<file path="src/rtl/serial_full_adder.sv">
`default_nettype none
// +----------------------------------------------------------------------------+
// | serial_full_adder : bit-serial WIDTH-bit adder, LSB first, start/busy/done   |
// | Revision: 1.0                                                                |
// +----------------------------------------------------------------------------+

module serial_half_adder (
  input  logic x,
  input  logic y,
  output logic s,
  output logic c
);
  assign s = x ^ y;
  assign c = x & y;
endmodule

module serial_fa_cell (
  input  logic x,
  input  logic y,
  input  logic ci,
  output logic s,
  output logic co
);
  logic w_s0;
  logic w_c0;
  logic w_c1;

  serial_half_adder u_ha0 (
    .x (x),
    .y (y),
    .s (w_s0),
    .c (w_c0)
  );

  serial_half_adder u_ha1 (
    .x (w_s0),
    .y (ci),
    .s (s),
    .c (w_c1)
  );

  assign co = w_c0 | w_c1;
endmodule

module serial_full_adder #(
  parameter int WIDTH = 8
) (
  input  logic             clk,
  input  logic             rst_n,
  input  logic             start,
  input  logic [WIDTH-1:0] a,
  input  logic [WIDTH-1:0] b,
  input  logic             cin,
  output logic             busy,
  output logic             done,
  output logic [WIDTH-1:0] sum,
  output logic             cout,
  output logic             ovf
);
  localparam int CW = $clog2(WIDTH);

  localparam logic [0:0] S_IDLE = 1'b0;
  localparam logic [0:0] S_RUN  = 1'b1;

  localparam logic [CW-1:0] C_LAST   = CW'(WIDTH - 1);
  localparam logic [CW-1:0] C_MSB_IN = CW'(WIDTH - 2);
  localparam logic [CW-1:0] C_ONE    = CW'(1);

  logic [0:0]       r_state;
  logic [0:0]       w_state_next;
  logic             w_busy;
  logic             w_accept;
  logic             w_last;
  logic             w_capture_msb;

  logic [WIDTH-1:0] r_a;
  logic [WIDTH-1:0] r_b;
  logic             r_carry;
  logic [CW-1:0]    r_cnt;
  // Holds the WIDTH-1 most recent sum bits; the final bit joins them on the last edge.
  logic [WIDTH-2:0] r_res;
  logic             r_c_msb;

  logic [WIDTH-1:0] r_sum;
  logic             r_cout;
  logic             r_ovf;
  logic             r_done;

  logic             w_s;
  logic             w_c;
  logic [WIDTH-1:0] w_res_next;

  // State register
  always_ff @(posedge clk or negedge rst_n) begin
    if (!rst_n) begin
      r_state <= S_IDLE;
    end else begin
      r_state <= w_state_next;
    end
  end

  // Next-state logic
  always_comb begin
    w_state_next = r_state;
    case (r_state)
      S_IDLE:  if (start)  w_state_next = S_RUN;
      S_RUN:   if (w_last) w_state_next = S_IDLE;
      default: w_state_next = S_IDLE;
    endcase
  end

  // State-decoded controls
  always_comb begin
    w_busy   = 1'b0;
    w_accept = 1'b0;
    w_last   = 1'b0;
    case (r_state)
      S_IDLE:  w_accept = start;
      S_RUN: begin
        w_busy = 1'b1;
        w_last = (r_cnt == C_LAST);
      end
      default: w_busy = 1'b0;
    endcase
  end

  assign w_capture_msb = w_busy && (r_cnt == C_MSB_IN);

  serial_fa_cell u_fa (
    .x  (r_a[0]),
    .y  (r_b[0]),
    .ci (r_carry),
    .s  (w_s),
    .co (w_c)
  );

  assign w_res_next = {w_s, r_res};

  always_ff @(posedge clk or negedge rst_n) begin
    if (!rst_n) begin
      r_a     <= '0;
      r_b     <= '0;
      r_carry <= 1'b0;
      r_cnt   <= '0;
      r_res   <= '0;
      r_c_msb <= 1'b0;
      r_sum   <= '0;
      r_cout  <= 1'b0;
      r_ovf   <= 1'b0;
      r_done  <= 1'b0;
    end else begin
      r_done <= 1'b0;
      if (w_accept) begin
        r_a     <= a;
        r_b     <= b;
        r_carry <= cin;
        r_cnt   <= '0;
        r_res   <= '0;
      end else if (w_busy) begin
        r_a     <= r_a >> 1;
        r_b     <= r_b >> 1;
        r_carry <= w_c;
        r_cnt   <= r_cnt + C_ONE;
        r_res   <= w_res_next[WIDTH-1:1];
        if (w_capture_msb) begin
          r_c_msb <= w_c;
        end
        if (w_last) begin
          r_sum  <= w_res_next;
          r_cout <= w_c;
          r_ovf  <= w_c ^ r_c_msb;
          r_done <= 1'b1;
        end
      end
    end
  end

  assign busy = w_busy;
  assign done = r_done;
  assign sum  = r_sum;
  assign cout = r_cout;
  assign ovf  = r_ovf;

endmodule
`default_nettype wire

</file>
<file path="config.mk">
export PLATFORM = sky130hd
export DESIGN_NAME = serial_full_adder
export DESIGN_NICKNAME = d
export VERILOG_FILES = /design/src/rtl/serial_full_adder.sv
export SDC_FILE = /design/constraint.sdc
export NUM_CORES = 1
export LEC_CHECK = 0
export BUFFER_PORTS_ARGS = -buffer_cell sky130_fd_sc_hd__buf_2
export CAP_MARGIN = 30
export CORE_ASPECT_RATIO = 2
export CORE_MARGIN = 2
export CORE_UTILIZATION = 49
export DETAILED_ROUTE_END_ITERATION = 16
export GPL_ROUTABILITY_DRIVEN = 0
export GPL_TIMING_DRIVEN = 0
export PLACE_DENSITY = 0.77
export SLEW_MARGIN = 20
export SYNTH_ARGS = -nofsm -noshare
export SYNTH_HDL_FRONTEND = slang
export SYNTH_SLANG_ARGS = --single-unit
</file>
<file path="constraint.sdc">
create_clock -name clk -period 1.4 [get_ports clk]
set_clock_uncertainty 0.05 [all_clocks]
set_input_delay 0.14 -clock clk [delete_from_list [all_inputs] [get_ports clk]]
set_output_delay 0.14 -clock clk [all_outputs]
set_load 0.005 [all_outputs]
</file>
# Word-level counts from Yosys, hierarchy flattened
# Cells that the tools add are included.
[word_totals]
register_bits = 40
in_bits = 20
out_inout_bits = 12
elab_cells = 45
[classes]
n_addsub = 1
eq_ne = 2
mux = 19
n_bitwise = 8
reduce_logical = 4
[op_table]
columns = ["op", "count"]
rows = [
  ["2-to-1 mux 8 bit", 4],
  ["2-to-1 mux 7 bit", 2],
  ["2-to-1 mux 1 bit", 10],
  ["== test 3 bit, second input constant", 2],
  ["2-to-1 mux 3 bit", 2],
  ["AND reduction 3 bit", 2],
  ["adder 3 x 1 -> 3 bit, second input constant", 1],
  ["bitwise XOR 1 bit", 3],
  ["bitwise AND 1 bit", 2],
  ["inverter 1 bit", 2],
  ["case mux 1 bit (2 select lines)", 1],
  ["nonzero test 2 bit", 1],
  ["logical AND 1 bit", 1],
  ["OR 1 bit", 1],
]

# Logic depth before layout (Yosys ltp)
# Gate-level depths: netlist (run 1).
[depth]
word_depth = 5
depth_mapped = 5
depth_no_buf = 4

# Modules after synthesis
# Synthesis (run 1) repeated with hierarchy kept, for this count alone.
[hier_totals]
hier_cells = 144
area_unflattened_um2 = 1762.9
[modules_own_cells]
columns = ["module", "instances", "cells_each", "area_each_um2", "seq_area_each_um2"]
rows = [
  ["serial_full_adder", 1, 141, 1731.7, 1001.0],
  ["serial_half_adder", 2, 1, 12.5, 0.0],
  ["serial_fa_cell", 1, 1, 6.3, 0.0],
]

# Worst setup path after synthesis (run 1)
# Ideal clock, no wire load.
[synth_path]
kind = "register to register"
start = "register r_cnt[0]"
end = "register r_cout (netlist: cout)"
setup_time_ns = 0.125
arrival_ns = 1.299
t_required_ns = 1.225
setup_slack_ns = -0.074
path_stages_with_launch = 6
n_path_buf = 1
synth_period_minus_slack_ns = 1.474
cell_sequence = "dfrtp_1 -> ha_1 -> ha_1 -> nand2_1 -> buf_6 -> mux2_4"
[synth_between]
elab_chain_cells = 3
[synth_lines]
columns = ["element", "line_no", "text"]
rows = [
  ["start: declaration", "79", "logic [CW-1:0] r_cnt;"],
  ["start signal: assignment", "163", "r_cnt <= r_cnt + C_ONE;"],
  ["== test 3 bit", "121", "w_last = (r_cnt == C_LAST);"],
  ["2-to-1 mux 1 bit", "117", "case (r_state)"],
  ["AND reduction 3 bit (no source line)", "n/a", ""],
  ["end signal: assignment", "170", "r_cout <= w_c;"],
  ["end: declaration", "85", "logic r_cout;"],
]
# No other way between the ends.
# A chain may end at the register's enable or synchronous reset.

# Worst setup path in the final report (run 1)
[layout_path]
start = "register r_b[0]"
end = "register r_ovf (netlist: ovf)"
[layout_between]
elab_chain_cells = 4
elab_cells_between_ends = 5
cone_classes = "5 x bitwise"
[layout_lines]
columns = ["element", "line_no", "text"]
rows = [
  ["start: declaration", "77", "logic [WIDTH-1:0] r_b;"],
  ["start signal: assignment", "161", "r_b <= r_b >> 1;"],
  ["bitwise XOR 1 bit", "13", "assign s = x ^ y;"],
  ["bitwise AND 1 bit", "14", "assign c = x & y;"],
  ["OR 1 bit *", "42", "assign co = w_c0 | w_c1;"],
  ["via u_fa.co", "22", "output logic co"],
  ["bitwise XOR 1 bit *", "171", "r_ovf <= w_c ^ r_c_msb;"],
  ["end signal: assignment", "171", ""],
  ["end: declaration", "86", "logic r_ovf;"],
]
# Mark *: on every way through the listed nets, which the timed path passes. The rest lies on a longest branch.

==> results of run 1 <==
[synthesized netlist by cell type, drive strengths merged]
cell and number:
nand2b 5, nand2 21, xor2 1, nor2 3, mux2 12, clkbuf 2, a22o 4, fa 1
dfrtp 40, ha 3, inv 4, o21ai 20, nand3 1, mux2i 18, buf 7
[logic make-up after synthesis]
kind of cell	after synthesis	synth area share
AO/OA/AOI/OAI	24	0.0771
adder cells (fa/ha/maj)	4	0.0329
flip-flops	40	0.571
XOR/XNOR	1	0.00500
buffers and inverters	13	0.0421
AND/OR/NAND/NOR	30	0.0721
multiplexers	30	0.199
[metal layers]
metal / vias to the layer above / global-route usage
met5: - / 0
met3: 10 / 0.0490
met2: 30 / 0.331
met1: 593 / 0.227
li1: 569 / -
met4: 0 / 0.0935
[timing repair]
action,in CTS,in global routing
setup endpoints to repair,9,14
endpoints found under the hold margin,40,0
pin swaps,2,0
cloned,1,0
hold buffers,1,0
setup buffers,3,1
gates resized for setup,3,2
[final timing paths]
check | startpoint | slack [ns] | to
min in group asynchronous | rst_n | 0.18 | done
worst min-delay path | a[7] | 0.05 | r_a[7]
worst max register to register | r_b[0] | -0.07 | ovf
worst max-delay path | r_b[0] | -0.07 | ovf
max in group asynchronous | rst_n | 0.69 | r_state
worst min register to register | r_a[3] | 0.44 | r_a[2]
[sequential cells by signal, summed over array words and instances (netlist names)]
| register | count |
|---|---|
| cout | 1 |
| sum | 8 |
| done | 1 |
| r_res | 7 |
| r_b | 8 |
| ovf | 1 |
| r_a | 8 |
| r_state | 1 |
| r_carry | 1 |
| r_c_msb | 1 |
| r_cnt | 3 |
[area by class of cell]
| type | instances | area (um^2) |
|---|---|---|
| inverters | 4 | 15.0 |
| plain buffers | 9 | 67.6 |
| multi-input cells | 89 | 721 |
| fillers | 290 | 1220 |
| repair buffers | 37 | 238 |
| clock buffers | 8 | 90.1 |
| well taps | 48 | 60.1 |
| flip-flops and latches | 40 | 1000 |
[stage by stage]
step | instances | instance area, um^2 | hold WS [ns] | power [mW]
final | 235 | 2190 | 0.0477 | 4.42
after detailed placement | 220 | 1990 | 0.264 | 3.49
after global placement | 220 | 1990 | 0.225 | 3.36
after global routing | 235 | 2190 | 0.0865 | 4.73
after CTS | 233 | 2150 | 0.0450 | 4.42
after floorplan | 142 | 1780 | -0.206 | 2.98
[worst reg2reg max path, stage by stage, from the launching register on]
cell and delay, ns:
dfrtp_1 0.41, fa_2 0.47, xor2_1 0.17, mux2_4 0.27
[where the power goes]
part	internal, mW	switching [mW]
combinational	0.923	0.751
clock	0.402	0.371
sequential	1.63	0.343
==> impl_metrics.py, run 1 <==
metrics = {
    "outcome": {
        "status": "finished with violations",
        "violations": "setup timing",
    },
    "synthesis": {
        "syn_area_per_cell_um2": 12.3,
        "netlist_area_um2": 1750,
        "synth_fp_nets": 166,
        "yosys.area.top_type": "dfrtp_1",
        "yosys_warnings": 0,
        "synthTopCellsByArea": "dfrtp_1 57%, mux2i_1 10%, mux2_4 7.7%",
        "syn_inst": 142,
        "ys_seq_area_frac": 0.571,
        "ys_seq_elements": 40,
        "synth_top_area_share": 0.571,
        "synth.distinct_cells": 18,
    },
    "timing": {
        "slew_headroom": 0.737,
        "tightest_slew_ns": 0.394,
        "finalCritPeriodShare": 1.05,
        "tns_ns": -0.322,
        "rsz0062_at_grt": "yes",
        "slew_violations": 0,
        "fmax_mhz": 678,
        "layout_setup_ws_ns": -0.0742,
        "post-route-min-period_ns": 1.47,
        "setup_viol": 10,
        "report.final.hold_viol_count": 0,
    },
    "power": {
        "vdd_drop_max_v": 0.00122,
        "power_density_nw_per_um2": 2010,
        "leakage_nw": 1.14,
    },
    "critical_path": {
        "cp_slowest_cell": "fa_2",
        "arrival_ns": 1.60,
        "max_stage_delay_ns": 0.47,
        "crit_path_start_kind": "flop",
        "cp_cell_sequence": "fa_2 -> xor2_1 -> mux2_4",
        "cp_top_family": "adder cells",
        "end_kind": "flop",
        "worstSetupPathDepth": 3,
        "worstSetupPathType": "reg2reg",
        "worstRegToRegCells": 3,
        "crit_fanout": 4,
        "required_ns": 1.53,
        "path_buf_inv": 0,
    },
    "hold_path": {
        "min_path_cells": 3,
        "hp-class": "in2reg",
    },
    "floorplan": {
        "dieWidth_um": 46.3,
        "rows": 30,
        "design.core.area_um2": 3420,
        "ios": 32,
        "die_y_um": 88.6,
        "die_area_um2": 4100,
        "start_util": 0.513,
    },
    "grt": {
        "grt_overflow_total": 0,
        "grt_first_pass_wirelength_mm": 5.72,
        "grt_pass1_vias": 1226,
        "grt_start_max_net_pins": 41,
        "grt_antenna_before_repair": 0,
        "grt_usage": 0.198,
    },
    "drt": {
        "vias": 1202,
        "initialDrtViolationCount": 15,
        "wl_mm": 3.47,
        "wl_per_cell_um": 14.8,
        "wirelength_met1_mm": 1.30,
        "drc": 0,
        "ant_nets": 0,
        "top_layer": "met4",
        "dr_wl_met3_um": 123,
        "via_per_inst": 5.11,
        "met2_length_mm": 1.94,
        "first_pass_iters": 4,
    },
    "clock_tree": {
        "clock-root-buffer": "clkbuf_8",
        "cts_buffers": 5,
        "cts_tree": "built",
        "clock_path_buffers": 2,
        "cts.clk_slew.worst_paths_ns": 0.07,
        "clock_latency_ns": 0.29,
        "numClockSinks": 40,
        "htree_levels": 2,
    },
    "final_layout": {
        "final_common_cell": "dfrtp_1",
        "final_cell_mix": "39 x dfrtp_1, 32 x buf_2, 20 x nand2_1, 20 x o21ai_0, 18 x mux2i_1",
        "diodes": 0,
        "area_delta_synth_final_pct": 25.2,
        "finalNetCount": 210,
        "drive_above_1_share": 0.353,
        "final_util": 0.642,
    },
    "placed_design": {
        "hpwl_mm": 2.48,
        "pre_cts_slack_ns": -0.0830,
        "numPortBuffers": 30,
    },
    "flow_run": {
        "maxCapViolCount": 0,
    },
}
No activity file was read; power rests on OpenSTA's default activity.
==> inputs of run 2 (changes only) <==
--- a/config.mk
+++ b/config.mk
@@ -17,4 +17,5 @@
 export SLEW_MARGIN = 20
 export SYNTH_ARGS = -nofsm -noshare
 export SYNTH_HDL_FRONTEND = slang
+export SYNTH_HIERARCHICAL = 1
 export SYNTH_SLANG_ARGS = --single-unit
==> impl_metrics.py, run 2 <==
metrics = {
    "timing": {
        "post-route-min-period_ns": 1.70,
        "slew_violations": 0,
        "slew_headroom": 0.680,
        "layout_setup_ws_ns": -0.298,
        "tightest_slew_ns": 0.480,
        "rsz0062_at_grt": "yes",
        "finalCritPeriodShare": 1.21,
        "setup_viol": 11,
        "tns_ns": -1.32,
        "report.final.hold_viol_count": 0,
        "fmax_mhz": 589,
    },
    "critical_path": {
        "worstSetupPathType": "reg2reg",
        "required_ns": 1.53,
        "crit_fanout": 3,
        "end_kind": "flop",
        "arrival_ns": 1.83,
        "worstRegToRegCells": 5,
        "crit_path_start_kind": "flop",
    },
    "grt": {
        "grt_overflow_total": 0,
        "grt_antenna_before_repair": 0,
        "grt_pass1_vias": 1268,
        "grt_start_max_net_pins": 41,
        "grt_usage": 0.199,
        "grt_first_pass_wirelength_mm": 5.84,
    },
    "clock_tree": {
        "clock_path_buffers": 2,
        "clock-root-buffer": "clkbuf_8",
        "cts_tree": "built",
        "numClockSinks": 40,
        "cts_buffers": 5,
        "clock_latency_ns": 0.29,
        "htree_levels": 2,
        "cts.clk_slew.worst_paths_ns": 0.08,
    },
    "floorplan": {
        "design.core.area_um2": 3420,
        "ios": 32,
        "dieWidth_um": 46.4,
        "rows": 30,
        "die_y_um": 88.8,
        "die_area_um2": 4120,
        "start_util": 0.516,
    },
    "drt": {
        "vias": 1228,
        "drc": 0,
        "initialDrtViolationCount": 15,
        "first_pass_iters": 4,
        "wl_mm": 3.74,
        "ant_nets": 0,
        "via_per_inst": 5.12,
        "wl_per_cell_um": 15.6,
    },
    "final_layout": {
        "diodes": 0,
        "multi_input_area_um2": 728,
        "nFillCells": 272,
        "final_area_um2": 2250,
        "finalNetCount": 216,
        "final_common_cell": "dfrtp_1",
        "area_delta_synth_final_pct": 27.5,
        "regArea_um2": 1000,
        "final_cell_mix": "39 x dfrtp_1, 32 x buf_2, 20 x nand2_1, 19 x o21ai_0, 18 x mux2i_1",
        "drive_above_1_share": 0.370,
    },
    "synthesis": {
        "syn_inst": 144,
        "syn_area_per_cell_um2": 12.2,
        "async_flop_share": 1.00,
        "yosys_warnings": 6,
        "synth.distinct_cells": 18,
        "ys_seq_elements": 40,
        "synthTopCellsByArea": "dfrtp_1 57%, mux2i_1 10%, mux2_4 7.7%",
        "synth_fp_nets": 169,
        "netlist_area_um2": 1760,
        "ys.flop_type": "dfrtp_1",
        "yosys.area.top_type": "dfrtp_1",
        "synth_common_cells": "40 x dfrtp_1, 21 x nand2_1, 20 x o21ai_0, 18 x mux2i_1, 9 x mux2_4",
        "ys_seq_area_frac": 0.568,
        "yosysMostFrequentCell": "dfrtp_1",
        "synth_edf_count": 0,
        "synth_top_area_share": 0.568,
    },
    "placed_design": {
        "numPortBuffers": 30,
        "placed_area_um2": 2000,
        "pre_cts_slack_ns": -0.282,
        "hpwl_mm": 2.52,
    },
    "outcome": {
        "status": "finished with violations",
        "violations": "setup timing",
    },
    "power": {
        "vdd_drop_max_v": 0.00133,
        "power_density_nw_per_um2": 2070,
        "leakage_nw": 1.18,
    },
    "hold_path": {
        "hp-class": "in2reg",
        "min_path_cells": 3,
    },
    "flow_run": {
        "maxCapViolCount": 0,
    },
}
## run 2: cell count changes in the layout (fill, tap and decap cells not counted), sizes merged
cell | before | now
buf | 43 | 46
bufinv | 0 | 1
clkbuf | 10 | 8
clkinv | 0 | 1
fa | 1 | 0
ha | 3 | 5
or2 | 0 | 1
## run 2: timing repair
| action | in CTS | in global routing |
|---|---|---|
| pin swaps | 0 | 2 |
| cloned | 1 | 0 |
| setup buffers | 5 | 2 |
| endpoints found under the setup margin | 11 | 12 |
| resized for setup | 4 | 2 |
| hold buffers | 1 | 0 |
| endpoints found under the hold margin | 40 | 0 |
## run 2: path summary, 6_finish.rpt
kind	from	end	slack, ns
setup / recovery	r_b[0]	ovf	-0.30
hold / removal	b[7]	r_b[7]	0.05
setup reg to reg	r_b[0]	ovf	-0.30
hold reg to reg	r_a[2]	r_a[1]	0.45
max in group asynchronous	rst_n	r_state	0.54
min in group asynchronous	rst_n	sum[1]	0.28
## run 2: critical path, stage by stage (launching register included)
cell     delay (ns)
dfrtp_1        0.40
ha_1           0.30
ha_2           0.17
or2_4          0.24
xor2_1         0.15
mux2_4         0.27
## run 2: stage by stage
| step | power (mW) | util | hold slack [ns] | instances |
|---|---|---|---|---|
| floorplan | 2.98 | - | -0.206 | 144 |
| global placement | 3.35 | 0.587 | 0.225 | 222 |
| detailed placement | 3.51 | 0.587 | 0.243 | 222 |
| CTS | 4.59 | 0.643 | 0.0388 | 237 |
| global route | 4.97 | 0.658 | 0.0598 | 240 |
| finish | 4.65 | 0.658 | 0.0470 | 240 |
## run 2: routing by layer
metal | wire [um] | part of all wire | vias to the layer above | global-route usage
li1 | - | - | 582 | -
met1 | 1360 | 0.36 | 605 | 0.225
met2 | 2190 | 0.59 | 33 | 0.343
met3 | 101 | 0.027 | 8 | 0.0429
met4 | 86 | 0.023 | 0 | 0.0857
met5 | 0 | 0 | - | 0
## run 2: kinds of logic after synthesis
family          after synthesis  synth area share
simple gates                 31            0.0752
compound gates               24            0.0767
fa+ha+maj                     5            0.0355
flops                        40             0.568
xor+xnor                      1           0.00497
mux                          30             0.198
buf+inv                      13            0.0419
## run 2: report_power, final
part	internal [mW]	switching [mW]	leakage, nW	total (mW)
registers	1.63	0.347	0.521	1.97
logic	0.955	0.796	0.608	1.75
clock network	0.529	0.395	0.0552	0.924
## run 2: area by class of cell
class	count	area share
timing repair buffer	40	0.119
buffer	9	0.0301
clock buffer	6	0.0323
tap	48	0.0267
clock inverter	2	0.0156
multi-input combinational	91	0.324
sequential	40	0.446
inverter	4	0.00668
